$ cat src/rtl/buffer_access_sequencer.sv
// Sequences one byte/halfword/word host access into byte-wide buffer push/pop
// cycles, and turns flush requests into a single one-cycle clear command.
module buffer_access_sequencer #(
  parameter int unsigned BUFFER_DEPTH = 64
) (
  input  logic        clk,
  input  logic        n_rst,
  input  logic        start,
  input  logic        hwrite_req,
  input  logic [1:0]  hsize,
  input  logic [31:0] hwdata,
  input  logic [7:0]  rx_data,
  input  logic [6:0]  buffer_occupancy,
  input  logic        flush_req,
  output logic        get_rx_data,
  output logic        store_tx_data,
  output logic [7:0]  tx_data,
  output logic [31:0] hrdata_buf,
  output logic        busy,
  output logic        done,
  output logic        access_error,
  output logic        clear
);

  localparam logic [7:0] DepthW = 8'(BUFFER_DEPTH);

  typedef enum logic [2:0] {StIdle, StXfer, StDone, StErr, StFlush} state_e;

  state_e     state;
  logic [2:0] nbytes;
  logic [1:0] idx;
  logic       write;
  logic       flush_pend;

  logic [3:0] req_bytes;
  logic [7:0] occ_ext;
  logic [7:0] n_ext;
  logic       req_bad;
  logic       last_byte;

  always_comb begin
    req_bytes = 4'd1 << hsize;
    occ_ext   = {1'b0, buffer_occupancy};
    n_ext     = {4'b0000, req_bytes};
    // Reads need N bytes present; writes need N bytes of free space.
    req_bad   = (hsize == 2'd3) ||
                (!hwrite_req && (occ_ext < n_ext)) ||
                (hwrite_req && ((occ_ext + n_ext) > DepthW));
    last_byte = ({1'b0, idx} == (nbytes - 3'd1));
  end

  always_ff @(posedge clk or negedge n_rst) begin
    if (!n_rst) begin
      state      <= StIdle;
      nbytes     <= 3'd0;
      idx        <= 2'd0;
      write      <= 1'b0;
      flush_pend <= 1'b0;
      hrdata_buf <= 32'h0;
    end else begin
      unique case (state)
        StIdle: begin
          if (start) begin
            nbytes <= req_bytes[2:0];
            write  <= hwrite_req;
            idx    <= 2'd0;
            if (flush_req) flush_pend <= 1'b1;
            if (req_bad) begin
              state <= StErr;
            end else begin
              state <= StXfer;
              if (!hwrite_req) hrdata_buf <= 32'h0;
            end
          end else if (flush_req || flush_pend) begin
            state <= StFlush;
          end
        end
        StXfer: begin
          if (flush_req) flush_pend <= 1'b1;
          if (!write) hrdata_buf[{idx, 3'b000} +: 8] <= rx_data;
          if (last_byte) begin
            state <= StDone;
            idx   <= 2'd0;
          end else begin
            idx <= idx + 2'd1;
          end
        end
        StDone: begin
          state <= (flush_pend || flush_req) ? StFlush : StIdle;
        end
        StErr: begin
          // A pending flush is picked up from IDLE on the next cycle.
          if (flush_req) flush_pend <= 1'b1;
          state <= StIdle;
        end
        StFlush: begin
          flush_pend <= 1'b0;
          state      <= StIdle;
        end
        default: state <= StIdle;
      endcase
    end
  end

  assign busy          = (state != StIdle);
  assign done          = (state == StDone);
  assign access_error  = (state == StErr);
  assign clear         = (state == StFlush);
  assign store_tx_data = (state == StXfer) && write;
  assign get_rx_data   = (state == StXfer) && !write;
  assign tx_data       = store_tx_data ? hwdata[{idx, 3'b000} +: 8] : 8'h00;

endmodule

$ cat config.mk
export PLATFORM = sky130hd
export DESIGN_NAME = buffer_access_sequencer
export DESIGN_NICKNAME = d
export VERILOG_FILES = /design/src/rtl/buffer_access_sequencer.sv
export SDC_FILE = /design/constraint.sdc
export NUM_CORES = 1
export LEC_CHECK = 0
export CELL_PAD_IN_SITES_DETAIL_PLACEMENT = 1
export CELL_PAD_IN_SITES_GLOBAL_PLACEMENT = 2
export CORE_AREA = 2 2 103 115
export DETAILED_ROUTE_END_ITERATION = 8
export DIE_AREA = 0 0 105 117
export PLACE_DENSITY = 0.78
export SETUP_SLACK_MARGIN = 0.05
export SYNTH_ARGS = -nofsm -noshare
export SYNTH_HDL_FRONTEND = slang
export SYNTH_SLANG_ARGS = --single-unit
export TNS_END_PERCENT = 5
$ cat constraint.sdc
create_clock -name clk -period 2.25 [get_ports clk]
set_clock_uncertainty 0.15 [all_clocks]
set_input_delay 0.3375 -clock clk [delete_from_list [all_inputs] [get_ports clk]]
set_output_delay 0.3375 -clock clk [all_outputs]
set_load 0.02 [all_outputs]
After elaboration in Yosys (flattened, before gate mapping)
Cells that the tools add are included.
{"block": "totals", "ff_bits": 42, "inputBits": 54, "out_inout_bits": 46}
{"block": "classes", "addsub": 4, "magnitude_cmp": 2, "eq_ne": 12, "shift": 4, "n_mux": 19, "reduce_logical": 19}
{"cell": "$mux 32", "n": 4}
{"cell": "$pmux 32 s2", "n": 1}
{"cell": "$bwmux 32", "n": 1}
{"cell": "$shift 8x7->32 const A", "n": 1}
{"cell": "$shiftx 32x6->8", "n": 1}
{"cell": "$shiftx 8x7->32", "n": 1}
{"cell": "$mux 3", "n": 4}
{"cell": "$ne 2x2->1 const B", "n": 5}
{"cell": "$pmux 3 s3", "n": 1}
{"cell": "$add 7x4->8", "n": 1}
{"cell": "$gt 8x7->1 const B", "n": 1}
{"cell": "$mux 8", "n": 1}
{"cell": "$reduce_and 2->1", "n": 4}
{"cell": "$lt 7x4->1", "n": 1}
{"cell": "$neg 5->7", "n": 1}
{"cell": "$eq 3x2->1 const B", "n": 2}
{"cell": "$mux 2", "n": 3}
{"cell": "$reduce_bool 3->1", "n": 2}
{"cell": "$reduce_and 5->1", "n": 1}
{"cell": "$logic_and 1x1->1", "n": 4}
{"cell": "$pmux 2 s2", "n": 1}
{"cell": "$shl 1x2->4 const A", "n": 1}
{"cell": "$eq 2x3->1", "n": 1}
{"cell": "$eq 3x1->1 const B", "n": 1}
{"cell": "other kinds (12)", "n": 16}

Longest topological paths before layout
{"block": "depth", "depth_word": 8, "ltp_mapped": 9}

Worst setup path after synthesis
OpenSTA, ideal clock, no wires.
{"block": "synth_timing", "path_kind": "input to register", "start": "input port hsize[0]", "end": "register state[1]", "setup_time_ns": 0.139, "t_arrival_ns": 1.985, "required_time_ns": 1.961, "setup_slack_ns": -0.024, "stages": 9, "path_buffers": 0, "cell_sequence": "nor2_1 > ha_1 > inv_1 > fa_1 > nor3_1 > nand2_1 > mux2_2 > a311oi_1 > o221ai_1"}
{"block": "synth_via", "elab_chain_len": 8, "word_cells_on_any_way": 12}
{"item": "from (decl)", "line": "10", "text": "input logic [1:0] hsize,"}
{"item": "$shl 1x2->4", "line": "42", "text": "req_bytes = 4'd1 << hsize;"}
{"item": "$add 7x4->8 / $lt 7x4->1 (equally long branches)", "line": "48, 47"}
{"item": "$gt 8x7->1 / $logic_and 1x1->1 (equally long branches)", "line": "48, 47"}
{"item": "$logic_and 1x1->1 / $logic_or 1x1->1 (equally long branches)", "line": "48, 46"}
{"item": "$logic_or 1x1->1 *", "line": "47", "text": "(!hwrite_req && (occ_ext < n_ext)) ||"}
{"item": "$mux 2 *", "line": "68", "text": "if (req_bad) begin"}
{"item": "$mux 3 *", "line": "63", "text": "if (start) begin"}
{"item": "$pmux 3 s3 *", "line": "61", "text": "unique case (state)"}
{"item": "to (signal assigned)", "line": "54", "text": "state <= StIdle;"}
{"item": "to (signal assigned)", "line": "69", "text": "state <= StErr;"}
{"item": "to (signal assigned)", "line": "71", "text": "state <= StXfer;"}
{"item": "to (decl)", "line": "29", "text": "state_e state;"}
Mark *: on every way between the ends. The rest lies on a longest branch, timed or not.
A chain may end at the register's enable or synchronous reset.

Worst setup path after layout
{"block": "layout_timing", "start": "register idx[0]", "end": "output port tx_data[3]"}
{"block": "layout_via", "elab_chain_len": 2}
{"item": "from (decl)", "line": "31", "text": "logic [1:0] idx;"}
{"item": "from (signal assigned)", "line": "85", "text": "idx <= idx + 2'd1;"}
{"item": "$shiftx 32x6->8", "line": "111", "text": "assign tx_data = store_tx_data ? hwdata[{idx, 3'b000} +: 8] : 8'h00;"}
{"item": "$mux 8", "line": "111"}
{"item": "to (decl)", "line": "17", "text": "output logic [7:0] tx_data,"}
No other way between the ends.

==> flow_summary.toml <==
[run_status]
outcome = "complete, no violations"

[layout]
areaGrowthSynthToFinish_pct = 60.3
final_util_pct = 38.8
seqCellArea_um2 = 1050
multi_input_area_um2 = 1600
fill_cells = 1289
layout-drive-gt1-share_pct = 25.3
stdcell_count = 529
final_nets = 447
antenna_cells = 0

[grt]
grt_pass1_wl_um = 13300
grt_pass1_vias = 2619
grt_use_total_pct = 13.6
grt_max_degree = 43
antenna_found_initial = 0
grt-ovfl-total = 0

[sta]
setup_viol = 0
hold_slack_ns = 0.331
hold_viol_final = 0
layout_setup_ws_ns = 0.0804
period_needed_ns = 2.17
rsz0062_at_grt = "yes"
drv_slew = 0
period_share_pct = 96.4
fmax_mhz = 461
slew_headroom_pct = 63.3
worstMarginPinSlew_ns = 0.548

[logic_synthesis]
ys_types = 51
async_flop_share_pct = 100
syn_nets = 317
synth_cells = 248
yosysSeqAreaShare_pct = 38.8
ys.flop_type = "dfrtp_1"
synth.avg_cell_area_um2 = 10.9
ys_warn_count = 0
synth_edf_count = 0
ys_seq_elements = 42
synth.cell_area_um2 = 2710

[place]
pre_cts_ws_ns = -0.618
dp.cells = 518
routabilityCongestion = 0.774
port_buffers = 99
hpwlAfterDp_um = 6470

[power_and_ir_drop]
vdd_drop_max_mv = 0.391
clkPwrFrac_pct = 20.1
p_comb_share_pct = 52.9
p_switching_mw = 1.55
seqPwrFrac_pct = 27.0
swShare_pct = 38.1
p_leak_nw = 1.85
internal-power_mw = 2.53
p_per_area_nw_per_um2 = 940

[floorplan]
ios = 100
placement_rows = 41
die_width_um = 105
die_area_um2 = 12300
core_um2 = 11200
fp.dieH_um = 117
start_util_pct = 24.2

[routing]
detail_route.wl_per_cell_um = 15.3
antenna_left = 0
avgViaCountPerCell = 4.41
routed_wirelength_um = 8080
route.detailed.drc = 0
num_vias = 2335
highest_layer = "met4"
drt-initial-drc-count = 49
wl_met1_um = 3310
wl_met2_um = 4490
wl_met3_um = 182
dr.pass1.iters = 4

[clock_tree]
clock-sinks = 42
clk_pin_slew_ns = 0.06
htree_levels = 2
clockBufferDepth = 2
cts_buffers = 5
clock_latency_ns = 0.28
cts_tree = "built"
cts_root_buf = "clkbuf_16"

[critical_path]
critPathKind = "reg -> out"
arrival_ns = 1.68
cp-start-kind = "register"
r2r_setup_slack_ns = 0.13
required_ns = 1.76
r2r_cells = 5
timing.rr.start = "state[1]"
r2r_end = "hrdata_buf[7]"
crit_path_end_kind = "output pin"
crit_path_max_fanout = 8

[hold_path]
hold_depth = 2
min_to = "nbytes[1]"
min_path_type = "reg -> reg"
holdCritStartpoint = "nbytes[1]"

[run]
max_cap_violations = 0
[critical path, stage by stage (launching register included)]
cell and delay (ns):
dfrtp_1 0.40, buf_12 0.16, mux4_2 0.48, and3_1 0.20, buf_4 0.16
[cells in the final DEF, fill, tap and decap left out, drive strengths merged, types with 2 or more instances in the layout]
cell type / instances
buf: 41
mux2: 3
mux2i: 16
o211ai: 2
a22o: 16
nor3: 5
nor2b: 4
mux4: 8
clkbuf: 8
inv: 29
nor2: 6
clkdlybuf4s50: 80
nand2: 34
nand3: 3
xor2: 2
nand2b: 3
nor4: 2
a21oi: 5
dfrtp: 42
nor3b: 4
and3: 8
dlygate4sd2: 7
o21ai: 8
nor4b: 3
ha: 14
xnor2: 3
[layout make-up]
class                   instances  share of cell area, %
multi-input cells             168                   36.9
clock inverters                 2                  0.865
clock buffers                   6                   2.97
well taps                     150                   4.32
flip-flops and latches         42                   24.2
repair buffers                132                   28.2
inverters                      29                   2.51
[logic make-up (layout without fill, tap and decap cells)]
kind of cell | count (synthesis) | after routing | share of synthesized area (%)
and+or+nand+nor | 80 | 80 | 19.0
xor gates and xnor gates | 5 | 5 | 1.62
AOI/OAI and AO/OA | 41 | 41 | 13.1
buffers and inverters | 38 | 169 | 6.42
DFF | 42 | 42 | 38.8
adders and majority gates | 15 | 15 | 7.21
muxes | 27 | 27 | 13.8
[metal layers]
metal  vias up  GRT usage (%)
met1      1163           15.6
met5         -              0
met2        34           26.8
met4         0           3.73
met3         5           1.55
li1       1133              -
[how the worst max path moves through the flow]
stage | startpoint | endpoint | cells after the start
5_1_grt | idx[0] | tx_data[3] | 4
2_1_floorplan | idx[0] | hrdata_buf[10] | 8
3_5_place_dp | hsize[0] | state[1] | 10
3_3_place_gp | hsize[0] | state[1] | 10
6_report | idx[0] | tx_data[3] | 4
4_1_cts | buffer_occupancy[0] | state[1] | 9
[power by group through the flow]
stage          Sequential [mW]  Combinational (mW)  Clock (mW)
6_report                  1.10                2.16       0.820
5_1_grt                   1.13                2.36       0.869
4_1_cts                   1.10                2.15       0.842
3_5_place_dp              1.12                2.20           0
3_3_place_gp              1.11                2.15           0
2_1_floorplan             1.18                1.26           0
[registers in the layout, summed over array words and instances (netlist names)]
register,flops
write,1
flush_pend,1
state,3
hrdata_buf,32
idx,2
nbytes,3
[through the flow]
stage | setup TNS, ns | cell area (um2) | total power [mW]
after floorplan | -0.181 | 2710 | 2.44
after global placement | -17.40 | 4070 | 3.26
after detailed placement | -19.32 | 4070 | 3.32
after CTS | -0.0769 | 4250 | 4.09
after global routing | 0 | 4340 | 4.36
final | 0 | 4340 | 4.08
[cells in the mapped netlist, types with 3 or more instances]
cell,count,share of area [%]
nand3_1,3,0.55
dfrtp_1,42,39
nor3b_1,3,0.83
mux2_2,3,1.2
buf_6,3,1.2
a21oi_1,3,0.55
ha_1,14,6.5
inv_1,29,4.0
and3_1,8,1.8
mux4_2,8,6.7
o21ai_0,8,1.5
nor3_1,5,0.92
mux2i_1,16,5.9
clkbuf_1,3,0.42
nand2_1,32,4.4
xnor2_1,3,0.97
nand2b_1,3,0.69
a22o_1,16,5.2
nor2b_1,4,0.92
nor2_1,4,0.55
[what timing repair did]
item                                    4_1_cts  5_1_grt
hold buffers                                  1        0
resized for setup                            53       26
setup buffers                                 0        2
hold endpoints to repair                     25        0
endpoints found under the setup margin       45       41
gates cloned                                  0        0
pin swaps                                     5        9
Power figures use the tool's default switching activity.
